==> src/rtl/nibble_serial_add_ctrl_if.sv <==
// rtl/nibble_serial_add_ctrl_if.sv - operand/result handshake bundle for the nibble-serial adder
interface nibble_serial_add_ctrl_if #(
    parameter int WIDTH = 16
);
    logic             start;
    logic [WIDTH-1:0] a;
    logic [WIDTH-1:0] b;
    logic             cin;
    logic             sub;
    logic             ready;
    logic             done;
    logic [WIDTH-1:0] s;
    logic             cout;
    logic             ovf;

    modport master (
        output start, a, b, cin, sub,
        input  ready, done, s, cout, ovf
    );

    modport slave (
        input  start, a, b, cin, sub,
        output ready, done, s, cout, ovf
    );
endinterface

==> src/rtl/nibble_serial_add_ctrl.sv <==
// rtl/nibble_serial_add_ctrl.sv - multi-cycle adder reusing one 4-bit ripple slice per nibble, LSB first
// Optional subtract mode enabled by defining NIBBLE_SERIAL_SUB_EN.
module nibble_serial_add_ctrl #(
    parameter int WIDTH = 16
) (
    input  logic                     clk_i,
    input  logic                     reset_i,
    nibble_serial_add_ctrl_if.slave  bus
);
    localparam int NIB   = WIDTH / 4;
    localparam int IDX_W = (NIB > 1) ? $clog2(NIB) : 1;
    localparam logic [IDX_W-1:0] LAST_IDX = IDX_W'(NIB - 1);

    typedef enum logic [1:0] {ST_IDLE, ST_RUN, ST_DONE} state_t;

    state_t           state_q;
    logic [WIDTH-1:0] a_q;
    logic [WIDTH-1:0] b_q;
    logic [IDX_W-1:0] idx_q;
    logic             carry_q;
    logic [WIDTH-1:0] s_q;
    logic             cout_q;
    logic             ovf_q;
    logic             ready_q;
    logic             done_q;

    logic             inv_b;
    logic             eff_cin;
    logic [3:0]       a_nib;
    logic [3:0]       b_nib;
    logic [3:0]       slice_sum;
    logic [4:0]       slice_c;

`ifdef NIBBLE_SERIAL_SUB_EN
    logic sub_q;
    assign inv_b   = sub_q;
    assign eff_cin = bus.sub ? 1'b1 : bus.cin;
`else
    logic unused_sub;
    assign unused_sub = bus.sub;
    assign inv_b      = 1'b0;
    assign eff_cin    = bus.cin;
`endif

    // The only adder in the block: four full adders fed by the nibble selected by idx_q.
    always_comb begin
        a_nib = '0;
        b_nib = '0;
        for (int n = 0; n < NIB; n++) begin
            if (idx_q == IDX_W'(n)) begin
                a_nib = a_q[4*n +: 4];
                b_nib = b_q[4*n +: 4];
            end
        end
        b_nib      = b_nib ^ {4{inv_b}};
        slice_c    = '0;
        slice_c[0] = carry_q;
        slice_sum  = '0;
        for (int k = 0; k < 4; k++) begin
            slice_sum[k]  = a_nib[k] ^ b_nib[k] ^ slice_c[k];
            slice_c[k+1]  = (a_nib[k] & b_nib[k]) | (slice_c[k] & (a_nib[k] ^ b_nib[k]));
        end
    end

    always_ff @(posedge clk_i) begin
        if (reset_i) begin
            state_q <= ST_IDLE;
            a_q     <= '0;
            b_q     <= '0;
            idx_q   <= '0;
            carry_q <= 1'b0;
            s_q     <= '0;
            cout_q  <= 1'b0;
            ovf_q   <= 1'b0;
            ready_q <= 1'b1;
            done_q  <= 1'b0;
`ifdef NIBBLE_SERIAL_SUB_EN
            sub_q   <= 1'b0;
`endif
        end else begin
            done_q <= 1'b0;
            case (state_q)
                ST_IDLE, ST_DONE: begin
                    if (bus.start) begin
                        a_q     <= bus.a;
                        b_q     <= bus.b;
                        idx_q   <= '0;
                        carry_q <= eff_cin;
                        s_q     <= '0;
                        ready_q <= 1'b0;
                        state_q <= ST_RUN;
`ifdef NIBBLE_SERIAL_SUB_EN
                        sub_q   <= bus.sub;
`endif
                    end else begin
                        ready_q <= 1'b1;
                        state_q <= ST_IDLE;
                    end
                end
                ST_RUN: begin
                    for (int n = 0; n < NIB; n++) begin
                        if (idx_q == IDX_W'(n)) begin
                            s_q[4*n +: 4] <= slice_sum;
                        end
                    end
                    carry_q <= slice_c[4];
                    // Index returns to zero rather than counting past the top nibble.
                    if (idx_q == LAST_IDX) begin
                        idx_q   <= '0;
                        cout_q  <= slice_c[4];
                        ovf_q   <= slice_c[3] ^ slice_c[4];
                        ready_q <= 1'b1;
                        done_q  <= 1'b1;
                        state_q <= ST_DONE;
                    end else begin
                        idx_q <= idx_q + 1'b1;
                    end
                end
                default: begin
                    ready_q <= 1'b1;
                    state_q <= ST_IDLE;
                end
            endcase
        end
    end

    assign bus.ready = ready_q;
    assign bus.done  = done_q;
    assign bus.s     = s_q;
    assign bus.cout  = cout_q;
    assign bus.ovf   = ovf_q;
endmodule

==> src/flat_wrapper.sv <==
// flat-port wrapper written by rule: the top's interface ports become plain ports
module nibble_serial_add_ctrl_flat 
#(
    parameter int WIDTH = 16
)
  (clk_i, reset_i, bus_start, bus_a, bus_b, bus_cin, bus_sub, bus_ready, bus_done, bus_s, bus_cout, bus_ovf);
  nibble_serial_add_ctrl_if #(.WIDTH(WIDTH)) bus_i ();
  input  logic clk_i;
  input  logic reset_i;
  input wire logic [$bits(bus_i.start)-1:0] bus_start;
  input wire logic [$bits(bus_i.a)-1:0] bus_a;
  input wire logic [$bits(bus_i.b)-1:0] bus_b;
  input wire logic [$bits(bus_i.cin)-1:0] bus_cin;
  input wire logic [$bits(bus_i.sub)-1:0] bus_sub;
  output wire logic [$bits(bus_i.ready)-1:0] bus_ready;
  output wire logic [$bits(bus_i.done)-1:0] bus_done;
  output wire logic [$bits(bus_i.s)-1:0] bus_s;
  output wire logic [$bits(bus_i.cout)-1:0] bus_cout;
  output wire logic [$bits(bus_i.ovf)-1:0] bus_ovf;
  assign bus_i.start = bus_start;
  assign bus_i.a = bus_a;
  assign bus_i.b = bus_b;
  assign bus_i.cin = bus_cin;
  assign bus_i.sub = bus_sub;
  assign bus_ready = bus_i.ready;
  assign bus_done = bus_i.done;
  assign bus_s = bus_i.s;
  assign bus_cout = bus_i.cout;
  assign bus_ovf = bus_i.ovf;
  nibble_serial_add_ctrl #(.WIDTH(WIDTH)) u_core (.clk_i(clk_i), .reset_i(reset_i), .bus(bus_i));
endmodule
==> config.mk <==
export PLATFORM = sky130hd
export DESIGN_NAME = nibble_serial_add_ctrl_flat
export DESIGN_NICKNAME = d
export VERILOG_FILES = /design/src/rtl/nibble_serial_add_ctrl_if.sv /design/src/rtl/nibble_serial_add_ctrl.sv /design/src/flat_wrapper.sv
export SDC_FILE = /design/constraint.sdc
export NUM_CORES = 1
export LEC_CHECK = 0
export CAP_MARGIN = 20
export CORE_UTILIZATION = 30
export DETAILED_ROUTE_END_ITERATION = 16
export DONT_BUFFER_PORTS = 1
export MAX_ROUTING_LAYER = met4
export PLACE_DENSITY_LB_ADDON = 0.2
export SETUP_SLACK_MARGIN = 0.3
export SYNTH_ARGS = -nofsm -noshare
export SYNTH_HDL_FRONTEND = slang
export SYNTH_SLANG_ARGS = --single-unit
==> constraint.sdc <==
create_clock -name clk_i -period 2.95 [get_ports clk_i]
set_input_delay 0.59 -clock clk_i [delete_from_list [all_inputs] [get_ports clk_i]]
set_output_delay 0.59 -clock clk_i [all_outputs]
set_load 0.02 [all_outputs]
==> flow_summary.yaml <==
run_status:
  outcome: "complete, but fails checks"
  violations: "setup timing"
worst_setup_path:
  worstSetupPathType: "reg2reg"
  crit_slowest_cell: "fa_1"
  cp_cell_sequence: "inv_4 > ha_4 > nor2b_4 > a221o_1 > a22oi_2 > fa_2 > fa_1 > inv_2 > fa_2 > fa_1 > and3b_2 > o21ai_0 > a21oi_1"
  arrival_ns: 3.23
  cp_slowest_stage_delay_ns: 0.48
  crit_required_ns: 3.22
  path_max_fanout: 4
  end_kind: "flop"
  start_kind: "flop"
  reg2reg_slack_ns: -0.02
grt:
  antenna_found_initial: 0
  grt_pass1_vias: 1940
  overflow: 0
  grt_pass1_wl_um: 10200
  grt_start_max_net_pins: 58
  grt_usage_pct: 15.7
place:
  port_buffers: 0
  gp_congestion: 0.741
  dp_hpwl_um: 4220
  dpl-instance-area_sq_um: 2680
  dp_slack_ns: -0.0695
routing:
  vias_per_cell: 4.93
  route.antenna.remaining_nets: 0
  dr.pass1.iters: 4
  drc: 0
  vias: 2038
  wl_per_cell_um: 15.4
  drt-initial-drc-count: 75
  finalWirelength_um: 6380
timing:
  hold_viol: 0
  tns_ns: -0.0296
  finalCritPeriodShare_pct: 101
  period_needed_ns: 2.97
  fmax_ghz: 0.337
  slew_headroom_pct: 60.3
  setup_violations: 3
  worst_pin_slew_ns: 0.596
  layout_setup_ws_ns: -0.0154
  rsz0062_at_grt: "yes"
  finalClockSkew_ns: 0.00751
  maxSlewViolCount: 0
clock_network:
  tritoncts: "yes"
  holdBufCountCts: 0
  cts_max_path_buffers: 2
  path_clk_slew_ns: 0.06
  clk-insertion-delay-late_ns: 0.33
  clkSinkCount: 57
  root_buffer: "clkbuf_8"
  cts_max_level: 3
  numCtsBuffers: 9
synth:
  ys_seq_elements: 57
  synth_fp_nets: 344
  syn_avg_cell_area_sq_um: 8.60
  yosysSeqAreaShare_pct: 44.4
  synthCells: 299
  yosysWarnings: 0
  synth_edf_count: 0
  synth_ff_type: "dfxtp_1"
  synthArstFlopShare_pct: 0
  synth_cell_types: 35
  mappedNetlistArea_sq_um: 2570
pwr:
  leakage_nw: 1.07
  irDropWorstVdd_mv: 0.273
  power.density_nw_per_um2: 600
die:
  core_sq_um: 8260
  fp.dieW_um: 94.6
  row_count: 33
  die_area_sq_um: 8940
  num_io_pins: 57
  die_h_um: 94.6
  initial_core_util_pct: 31.1
finish:
  final_cell_mix: "nand2_1, dfxtp_1, a21oi_1"
  num-fill-cells: 904
  seqCellArea_sq_um: 1150
  area_delta_synth_final_pct: 13.7
  final_common_cell: "nand2_1"
  multi_input_area_sq_um: 1280
  post-route-util_pct: 35.4
  stdcell_area_sq_um: 2920
  drive_gt1_share_pct: 17.5
  fin_nets: 348
  diodes: 0
min_path:
  hold_path_class: "in2reg"
job:
  drv_cap: 0
## per-stage QoR
stage | power [mW] | hold slack, ns | instances
final | 1.75 | 0.329 | 413
after global routing | 1.84 | 0.299 | 413
after CTS | 1.79 | 0.303 | 413
after detailed placement | 1.08 | 0.442 | 392
after global placement | 1.07 | 0.440 | 392
after floorplan | 1.04 | 0.436 | 299
## synth_stat cells (2+ instances only)
| cell | number | share of area, % |
|---|---|---|
| a21oi_1 | 45 | 8.8 |
| a221o_1 | 4 | 1.6 |
| a221oi_1 | 4 | 1.4 |
| a22oi_2 | 4 | 1.9 |
| a31oi_1 | 9 | 2.2 |
| and3b_1 | 2 | 0.68 |
| buf_2 | 8 | 1.6 |
| buf_6 | 8 | 3.5 |
| clkbuf_1 | 7 | 1.0 |
| dfxtp_1 | 57 | 44 |
| fa_1 | 4 | 3.1 |
| ha_1 | 4 | 1.9 |
| inv_1 | 8 | 1.2 |
| mux2i_1 | 2 | 0.78 |
| nand2_1 | 68 | 9.9 |
| nand3_1 | 9 | 1.8 |
| nand3b_1 | 4 | 1.2 |
| nor2_1 | 14 | 2.0 |
| nor2b_1 | 5 | 1.2 |
| nor4bb_1 | 8 | 3.1 |
| o21ai_0 | 8 | 1.6 |
| o31ai_1 | 4 | 1.2 |
## worst max-delay path: cells and delay by family, from the launching register on
family | cells | cell delay, ns
AOI/OAI and AO/OA | 4 | 0.69
and+or+nand+nor | 2 | 0.34
DFF | 1 | 0.39
buffers and inverters | 2 | 0.09
adders and majority gates | 5 | 1.38
## report_power, final
group	leakage (nW)	internal, mW	total (mW)	switching (mW)
sequential	0.467	0.808	0.842	0.0338
combinational	0.502	0.0950	0.218	0.123
clock	0.102	0.394	0.694	0.300
total	1.07	1.30	1.75	0.457
## flip-flops by register name, summed over array words and instances, names as in the netlist
register,count
u_core.a_q,16
u_core.b_q,16
u_core.bus.s,16
u_core.idx_q,2
u_core.state_q,2
u_core.bus.cout,1
u_core.bus.done,1
u_core.bus.ovf,1
u_core.bus.ready,1
u_core.carry_q,1
## path summary, 6_finish.rpt
kind / startpoint / end / cells after the start
setup / recovery: u_core.idx_q[0]$_SDFFE_PP0P_ / u_core.bus.s[3]$_SDFFE_PP0P_ / 13
hold / removal: reset_i / u_core.b_q[7]$_SDFFE_PP0P_ / 1
setup reg to reg: u_core.idx_q[0]$_SDFFE_PP0P_ / u_core.bus.s[3]$_SDFFE_PP0P_ / 13
hold reg to reg: u_core.a_q[8]$_SDFFE_PP0P_ / u_core.a_q[8]$_SDFFE_PP0P_ / 2
## kinds of logic after synthesis
| family | after synthesis | share of synthesized area (%) |
|---|---|---|
| buf+inv | 33 | 7.69 |
| compound gates | 82 | 19.7 |
| fa+ha+maj | 8 | 5.06 |
| flops | 57 | 44.4 |
| mux | 2 | 0.779 |
| xor+xnor | 1 | 0.341 |
| simple gates | 116 | 22.0 |
## cell type report
class / count / area share, %
repair buffers: 18 / 4.75
clock buffers: 14 / 6.25
well taps: 105 / 4.50
flip-flops and latches: 57 / 39.3
inverters: 8 / 1.11
clock inverters: 2 / 0.343
multi-input cells: 209 / 43.7
## repair_timing
item	CTS	global route
resized for setup	4	4
setup buffers	5	0
setup endpoints to repair	11	11
pin swaps	3	0
## layer usage
| metal | routed length, um | up-vias | part of all wire (%) | global-route usage, % |
|---|---|---|---|---|
| met5 | 0 | - | 0 | - |
| met4 | 49 | 0 | 0.77 | 5.30 |
| met3 | 343 | 6 | 5.4 | 5.64 |
| met2 | 2930 | 45 | 46 | 23.9 |
| met1 | 3060 | 946 | 48 | 19.4 |
| li1 | - | 1041 | - | - |
Note: power is estimated with default switching activity, not from simulation.
